[src/rtl/fetch_queue_if.sv]
// Bundle of the fetch_queue handshake, cache-port and status signals.
// master = the fetch queue itself, slave = the pipeline/cache environment.
interface fetch_queue_if #(
  parameter int XLEN = 32
);
  logic            redirect;
  logic [XLEN-1:0] redirect_pc;
  logic            deq;
  logic            out_valid;
  logic [XLEN-1:0] out_pc;
  logic [XLEN-1:0] out_ins;
  logic            cmem_read;
  logic [XLEN-1:0] cmem_address;
  logic [3:0]      cmem_byte_enable;
  logic            cmem_resp;
  logic [XLEN-1:0] cmem_rdata;
  logic [31:0]     perf_stall;
  logic [31:0]     perf_redirects;

  modport master (
    input  redirect, redirect_pc, deq, cmem_resp, cmem_rdata,
    output out_valid, out_pc, out_ins, cmem_read, cmem_address,
           cmem_byte_enable, perf_stall, perf_redirects
  );

  modport slave (
    output redirect, redirect_pc, deq, cmem_resp, cmem_rdata,
    input  out_valid, out_pc, out_ins, cmem_read, cmem_address,
           cmem_byte_enable, perf_stall, perf_redirects
  );
endinterface

[src/rtl/fetch_queue.sv]
// Instruction-fetch front end: single-outstanding I-cache reader feeding a DEPTH-entry FIFO.
// Optional stall/redirect counters are built when FETCH_PERF_EN is defined.
module fetch_queue #(
  parameter int              XLEN     = 32,
  parameter int              DEPTH    = 4,
  parameter logic [XLEN-1:0] RESET_PC = XLEN'('h60)
) (
  input logic           clk,
  input logic           rst_n,
  fetch_queue_if.master bus
);
  localparam int AW = $clog2(DEPTH);

  typedef enum logic [1:0] {S_IDLE, S_WAIT, S_DRAIN} state_t;
  typedef logic [AW-1:0] ptr_t;
  typedef logic [AW:0]   cnt_t;
  typedef struct packed {
    logic [XLEN-1:0] pc;
    logic [XLEN-1:0] ins;
  } entry_t;

  state_t          state_q, state_d;
  logic            read_q, read_d;
  logic [XLEN-1:0] req_addr_q, req_addr_d;
  logic [XLEN-1:0] fetch_pc_q, fetch_pc_d;
  ptr_t            rd_ptr_q, wr_ptr_q;
  cnt_t            count_q, count_after;
  entry_t          mem [DEPTH];
  logic            push, pop;

  // Redirect outranks both FIFO operations; a response collected while
  // redirecting belongs to the abandoned path.
  assign push        = (state_q == S_WAIT) && bus.cmem_resp && !bus.redirect;
  assign pop         = bus.deq && (count_q != '0) && !bus.redirect;
  assign count_after = count_q + cnt_t'(push) - cnt_t'(pop);

  // NOTE: every always_comb output gets a default first so no path can infer a latch.
  always_comb begin
    state_d    = state_q;
    read_d     = read_q;
    req_addr_d = req_addr_q;
    fetch_pc_d = fetch_pc_q;
    case (state_q)
      S_IDLE: begin
        if (!bus.redirect && count_q < cnt_t'(DEPTH)) begin
          state_d    = S_WAIT;
          read_d     = 1'b1;
          req_addr_d = fetch_pc_q;
        end
      end
      S_WAIT: begin
        if (bus.redirect) begin
          if (bus.cmem_resp) begin
            state_d = S_IDLE;
            read_d  = 1'b0;
          end else begin
            state_d = S_DRAIN;
          end
        end else if (bus.cmem_resp) begin
          fetch_pc_d = fetch_pc_q + XLEN'(4);
          if (count_after < cnt_t'(DEPTH)) begin
            req_addr_d = fetch_pc_q + XLEN'(4);
          end else begin
            state_d = S_IDLE;
            read_d  = 1'b0;
          end
        end
      end
      S_DRAIN: begin
        if (bus.cmem_resp) begin
          state_d = S_IDLE;
          read_d  = 1'b0;
        end
      end
      default: begin
        state_d = S_IDLE;
        read_d  = 1'b0;
      end
    endcase
    if (bus.redirect) fetch_pc_d = {bus.redirect_pc[XLEN-1:2], 2'b00};
  end

  // NOTE: sequential state uses non-blocking assignments so all flops update from pre-edge values.
  always_ff @(posedge clk or negedge rst_n) begin
    if (!rst_n) begin
      state_q    <= S_IDLE;
      read_q     <= 1'b0;
      req_addr_q <= RESET_PC;
      fetch_pc_q <= RESET_PC;
      rd_ptr_q   <= '0;
      wr_ptr_q   <= '0;
      count_q    <= '0;
    end else begin
      state_q    <= state_d;
      read_q     <= read_d;
      req_addr_q <= req_addr_d;
      fetch_pc_q <= fetch_pc_d;
      if (bus.redirect) begin
        rd_ptr_q <= '0;
        wr_ptr_q <= '0;
        count_q  <= '0;
      end else begin
        if (push) wr_ptr_q <= wr_ptr_q + ptr_t'(1);
        if (pop)  rd_ptr_q <= rd_ptr_q + ptr_t'(1);
        count_q <= count_after;
      end
    end
  end

  // NOTE: the storage array is not reset; count_q alone decides which entries are meaningful.
  always_ff @(posedge clk) begin
    if (push) mem[wr_ptr_q] <= '{pc: req_addr_q, ins: bus.cmem_rdata};
  end

  assign bus.out_valid        = (count_q != '0);
  assign bus.out_pc           = mem[rd_ptr_q].pc;
  assign bus.out_ins          = mem[rd_ptr_q].ins;
  assign bus.cmem_read        = read_q;
  assign bus.cmem_address     = req_addr_q;
  assign bus.cmem_byte_enable = 4'hF;

`ifdef FETCH_PERF_EN
  logic [31:0] stall_cnt_q, redir_cnt_q;

  always_ff @(posedge clk or negedge rst_n) begin
    if (!rst_n) begin
      stall_cnt_q <= '0;
      redir_cnt_q <= '0;
    end else begin
      if (!bus.out_valid && stall_cnt_q != '1) stall_cnt_q <= stall_cnt_q + 32'd1;
      if (bus.redirect   && redir_cnt_q != '1) redir_cnt_q <= redir_cnt_q + 32'd1;
    end
  end

  assign bus.perf_stall     = stall_cnt_q;
  assign bus.perf_redirects = redir_cnt_q;
`else
  assign bus.perf_stall     = 32'd0;
  assign bus.perf_redirects = 32'd0;
`endif
endmodule

[src/flat_wrapper.sv]
// flat-port wrapper written by rule: the top's interface ports become plain ports
module fetch_queue_flat 
#(
  parameter int              XLEN     = 32,
  parameter int              DEPTH    = 4,
  parameter logic [XLEN-1:0] RESET_PC = XLEN'('h60)
)
  (clk, rst_n, bus_redirect, bus_redirect_pc, bus_deq, bus_cmem_resp, bus_cmem_rdata, bus_out_valid, bus_out_pc, bus_out_ins, bus_cmem_read, bus_cmem_address, bus_cmem_byte_enable, bus_perf_stall, bus_perf_redirects);
  fetch_queue_if #(.XLEN(XLEN)) bus_i ();
  input logic clk;
  input logic rst_n;
  input wire logic [$bits(bus_i.redirect)-1:0] bus_redirect;
  input wire logic [$bits(bus_i.redirect_pc)-1:0] bus_redirect_pc;
  input wire logic [$bits(bus_i.deq)-1:0] bus_deq;
  input wire logic [$bits(bus_i.cmem_resp)-1:0] bus_cmem_resp;
  input wire logic [$bits(bus_i.cmem_rdata)-1:0] bus_cmem_rdata;
  output wire logic [$bits(bus_i.out_valid)-1:0] bus_out_valid;
  output wire logic [$bits(bus_i.out_pc)-1:0] bus_out_pc;
  output wire logic [$bits(bus_i.out_ins)-1:0] bus_out_ins;
  output wire logic [$bits(bus_i.cmem_read)-1:0] bus_cmem_read;
  output wire logic [$bits(bus_i.cmem_address)-1:0] bus_cmem_address;
  output wire logic [$bits(bus_i.cmem_byte_enable)-1:0] bus_cmem_byte_enable;
  output wire logic [$bits(bus_i.perf_stall)-1:0] bus_perf_stall;
  output wire logic [$bits(bus_i.perf_redirects)-1:0] bus_perf_redirects;
  assign bus_i.redirect = bus_redirect;
  assign bus_i.redirect_pc = bus_redirect_pc;
  assign bus_i.deq = bus_deq;
  assign bus_i.cmem_resp = bus_cmem_resp;
  assign bus_i.cmem_rdata = bus_cmem_rdata;
  assign bus_out_valid = bus_i.out_valid;
  assign bus_out_pc = bus_i.out_pc;
  assign bus_out_ins = bus_i.out_ins;
  assign bus_cmem_read = bus_i.cmem_read;
  assign bus_cmem_address = bus_i.cmem_address;
  assign bus_cmem_byte_enable = bus_i.cmem_byte_enable;
  assign bus_perf_stall = bus_i.perf_stall;
  assign bus_perf_redirects = bus_i.perf_redirects;
  fetch_queue #(.XLEN(XLEN), .DEPTH(DEPTH), .RESET_PC(RESET_PC)) u_core (.clk(clk), .rst_n(rst_n), .bus(bus_i));
endmodule
[config.mk]
export PLATFORM = sky130hd
export DESIGN_NAME = fetch_queue_flat
export DESIGN_NICKNAME = d
export VERILOG_FILES = /design/src/rtl/fetch_queue_if.sv /design/src/rtl/fetch_queue.sv /design/src/flat_wrapper.sv
export SDC_FILE = /design/constraint.sdc
export NUM_CORES = 1
export LEC_CHECK = 0
export ABC_AREA = 1
export CAP_MARGIN = 30
export CELL_PAD_IN_SITES_DETAIL_PLACEMENT = 0
export CELL_PAD_IN_SITES_GLOBAL_PLACEMENT = 2
export CORE_MARGIN = 2
export CORE_UTILIZATION = 31
export CTS_CLUSTER_DIAMETER = 40
export DETAILED_ROUTE_END_ITERATION = 8
export PLACE_DENSITY = 0.85
export SYNTH_ARGS = -nofsm -noshare
export SYNTH_HDL_FRONTEND = slang
export SYNTH_SLANG_ARGS = --single-unit
[constraint.sdc]
create_clock -name clk -period 3.75 [get_ports clk]
set_input_delay 0.75 -clock clk [delete_from_list [all_inputs] [get_ports clk]]
set_output_delay 0.75 -clock clk [all_outputs]
set_load 0.05 [all_outputs]
==> flow_metrics.tcl <==
set metrics [dict create \
    outcome "finished clean" \
    die_h_um 216 \
    synth_compound_area_frac 0.0907 \
    tightestPinTransition_ns 0.870 \
    cts_made_buffers 49 \
    setup_viol 0 \
    grt_pass1_vias 9562 \
    drive_gt1_frac 0.108 \
    synth_adder_area_share 0.00774 \
    drt_wl_total_um 35800 \
    post_cts_buffers 0 \
    htree_num_levels 2 \
    path_cells "buf_4 > o21ai_0 > o22ai_1 > clkdlybuf4s50_1" \
    syn-cell-area_um2 13900 \
    clk_pin_slew_ns 0.06 \
    initial_core_util 0.314 \
    synthTopCellsByArea "edfxtp_1 54%, dfrtp_1 12%, nand2_1 7.9%, nor2_1 5.5%, o21ai_0 5.2%" \
    vias 9673 \
    p_leak_nw 6.76 \
    hold_path_class "input port to async pin" \
    rsz0062_at_grt "no" \
    path_class "flop to output port" \
    grt_pass1_wl_um 54800 \
    overflow 0 \
    yosysUniqueCellTypes 35 \
    fp.dieW_um 216 \
    wl_met1_um 16300 \
    ys_warn_count 0 \
    synth-seq-cells 318 \
    timing.final.crit_period_ns 3.48 \
    crit_slowest_cell "clkdlybuf4s50_1" \
    critPathMaxFanout 21 \
    fin_nets 1572 \
    setup_ws_ns 0.266 \
    die_area_um2 46500 \
    dp_hpwl_um 23000 \
    period_share 0.929 \
    end_kind "output port" \
    port_buffers 160 \
    wl_met3_um 1660 \
    n_fill_cell 4277 \
    cp_top_family "buffers and inverters" \
    cts_max_path_buffers 3 \
    synth_edf_count 248 \
    ant_nets 0 \
    row_count 77 \
    crit-reg2reg-launch "u_core.count_q[2]" \
    wire_per_inst_um 16.8 \
    dr.pass1.iters 5 \
    root_buffer "clkbuf_16" \
    gp_congestion 0.811 \
    synth_top_family_by_area "simple AND/OR/NAND/NOR gates" \
    clk_latency_ns 0.57 \
    report.final.slew_viol_count 0 \
    synth.area.mux_share 0.000720 \
    synth_common_cells "293 x nand2_1, 248 x edfxtp_1, 203 x nor2_1" \
    critPathArrivalTime_ns 2.73 \
    syn_to_final_growth_pct 26.4 \
    max_stage_delay_ns 0.85 \
    grt_max_degree 82 \
    synthSimpleGateAreaFrac 0.161 \
    fmax_mhz 287 \
    netlist_instances 1321 \
    synth_xor_area_frac 0.00315 \
    avgSynthCellArea_um2 10.5 \
    hold_viol_final 0 \
    start_kind "flop" \
    top_layer_used "met4" \
    stdcell_count 2124 \
    cap_violations 0 \
    yosys.area.top_type_share 0.536 \
    path_buf_inv 2 \
    slew_headroom 0.420 \
    grt_usage 0.153 \
    synth_top_cell_by_area "edfxtp_1" \
    power_mw 14.2 \
    antenna_found_initial 0 \
    async_reset_ff_frac 0.220 \
    fin_setup_tns_ns 0 \
    skew_ns 0.0125 \
    startpoint "u_core.rd_ptr_q[1]" \
    yosysMostFrequentCell "nand2_1" \
    num_antenna_cells 0 \
    seq_area_frac_synth 0.662 \
    vias_per_cell 4.55 \
    cts_tree "done" \
    ys.flop_type "edfxtp_1" \
    p_per_area_nw_per_um2 809 \
    first_iter_violations 547 \
    cp.required_ns 3.00 \
    dpl_worst_slack_ns 0.254 \
    io_pins 235 \
    drc 0 \
    wl_met2_um 16900 \
    dp.cells 2036 \
    irDropWorstVdd_uv 411 \
    numClockSinks 318 \
    core-area_um2 44200 \
]
==> placed cells by master, fill, tap and decap left out, types with 4 or more instances in the layout <==
master             n
clkdlybuf4s50_1  123
o211ai_1          10
edfxtp_1         248
o21ai_0          143
ha_1               7
buf_12             5
nand3_1           67
nor2_4             5
dfstp_2            4
dfrtp_1           64
inv_1             52
nand2_1          293
clkinv_4           6
conb_1            72
inv_6             10
clkbuf_16         52
a21oi_1            5
inv_8              7
buf_4             57
o22ai_1           62
nor2_1           199
==> cells by family (layout without fill, tap and decap cells) <==
logic type	count (synthesis)	count (layout)
simple gates	569	569
flops	318	318
compound gates	228	228
buf+inv	190	331
fa+ha+maj	8	8
xor+xnor	5	5
other cells	2	72
mux	1	1
==> power breakdown <==
part / internal [mW] / total [mW] / switching (mW) / leakage (nW)
logic: 1.36 / 4.83 / 3.47 / 2.84
registers: 4.37 / 4.85 / 0.483 / 3.11
clock network: 2.80 / 4.53 / 1.73 / 0.818
==> area by class of cell <==
cell class | instances | area (um^2) | share of cell area
clock buffer | 54 | 1310 | 0.0745
multi-input combinational | 883 | 3960 | 0.226
inverter | 57 | 218 | 0.0124
timing repair buffer | 186 | 1760 | 0.100
sequential | 318 | 9210 | 0.524
tap | 592 | 741 | 0.0422
clock inverter | 34 | 362 | 0.0206
==> per-stage QoR <==
stage	util	instance area [um^2]	hold slack (ns)
finish	0.397	17600	0.210
global route	0.397	17600	0.232
CTS	0.397	17600	0.198
detailed placement	0.359	15900	0.510
global placement	0.359	15900	0.503
floorplan	-	14200	0.454
==> repair_timing <==
| action | in CTS | in global routing |
|---|---|---|
| pin swaps | 0 | 0 |
| gates resized for setup | 1 | 1 |
| hold buffers | 0 | 0 |
| endpoints found under the setup margin | 2 | 2 |
==> sequential cells by signal, summed over array words and instances (netlist names) <==
signal,count
u_core.mem,248
u_core.bus.cmem_address,30
u_core.fetch_pc_q,30
u_core.count_q,3
u_core.rd_ptr_q,2
u_core.state_q,2
u_core.wr_ptr_q,2
u_core.bus.cmem_read,1
==> per-layer routing <==
metal | GRT usage | up-vias
met5 | 0 | -
met4 | 0.0460 | 0
met3 | 0.0327 | 64
met2 | 0.248 | 230
met1 | 0.205 | 4632
li1 | - | 4747
==> worst paths after layout <==
kind                                               end  slack, ns  cells past startpoint
hold reg to reg                   u_core.fetch_pc_q[6]       0.52                      2
hold / removal                   u_core.fetch_pc_q[22]       0.21                      1
setup / recovery                       bus_out_ins[23]       0.27                      4
max in group asynchronous   u_core.bus.cmem_address[5]       2.66                      2
setup reg to reg           u_core.bus.cmem_address[15]       0.98                     15
min in group clk                  u_core.fetch_pc_q[6]       0.52                      2
Power figures use the tool's default switching activity.
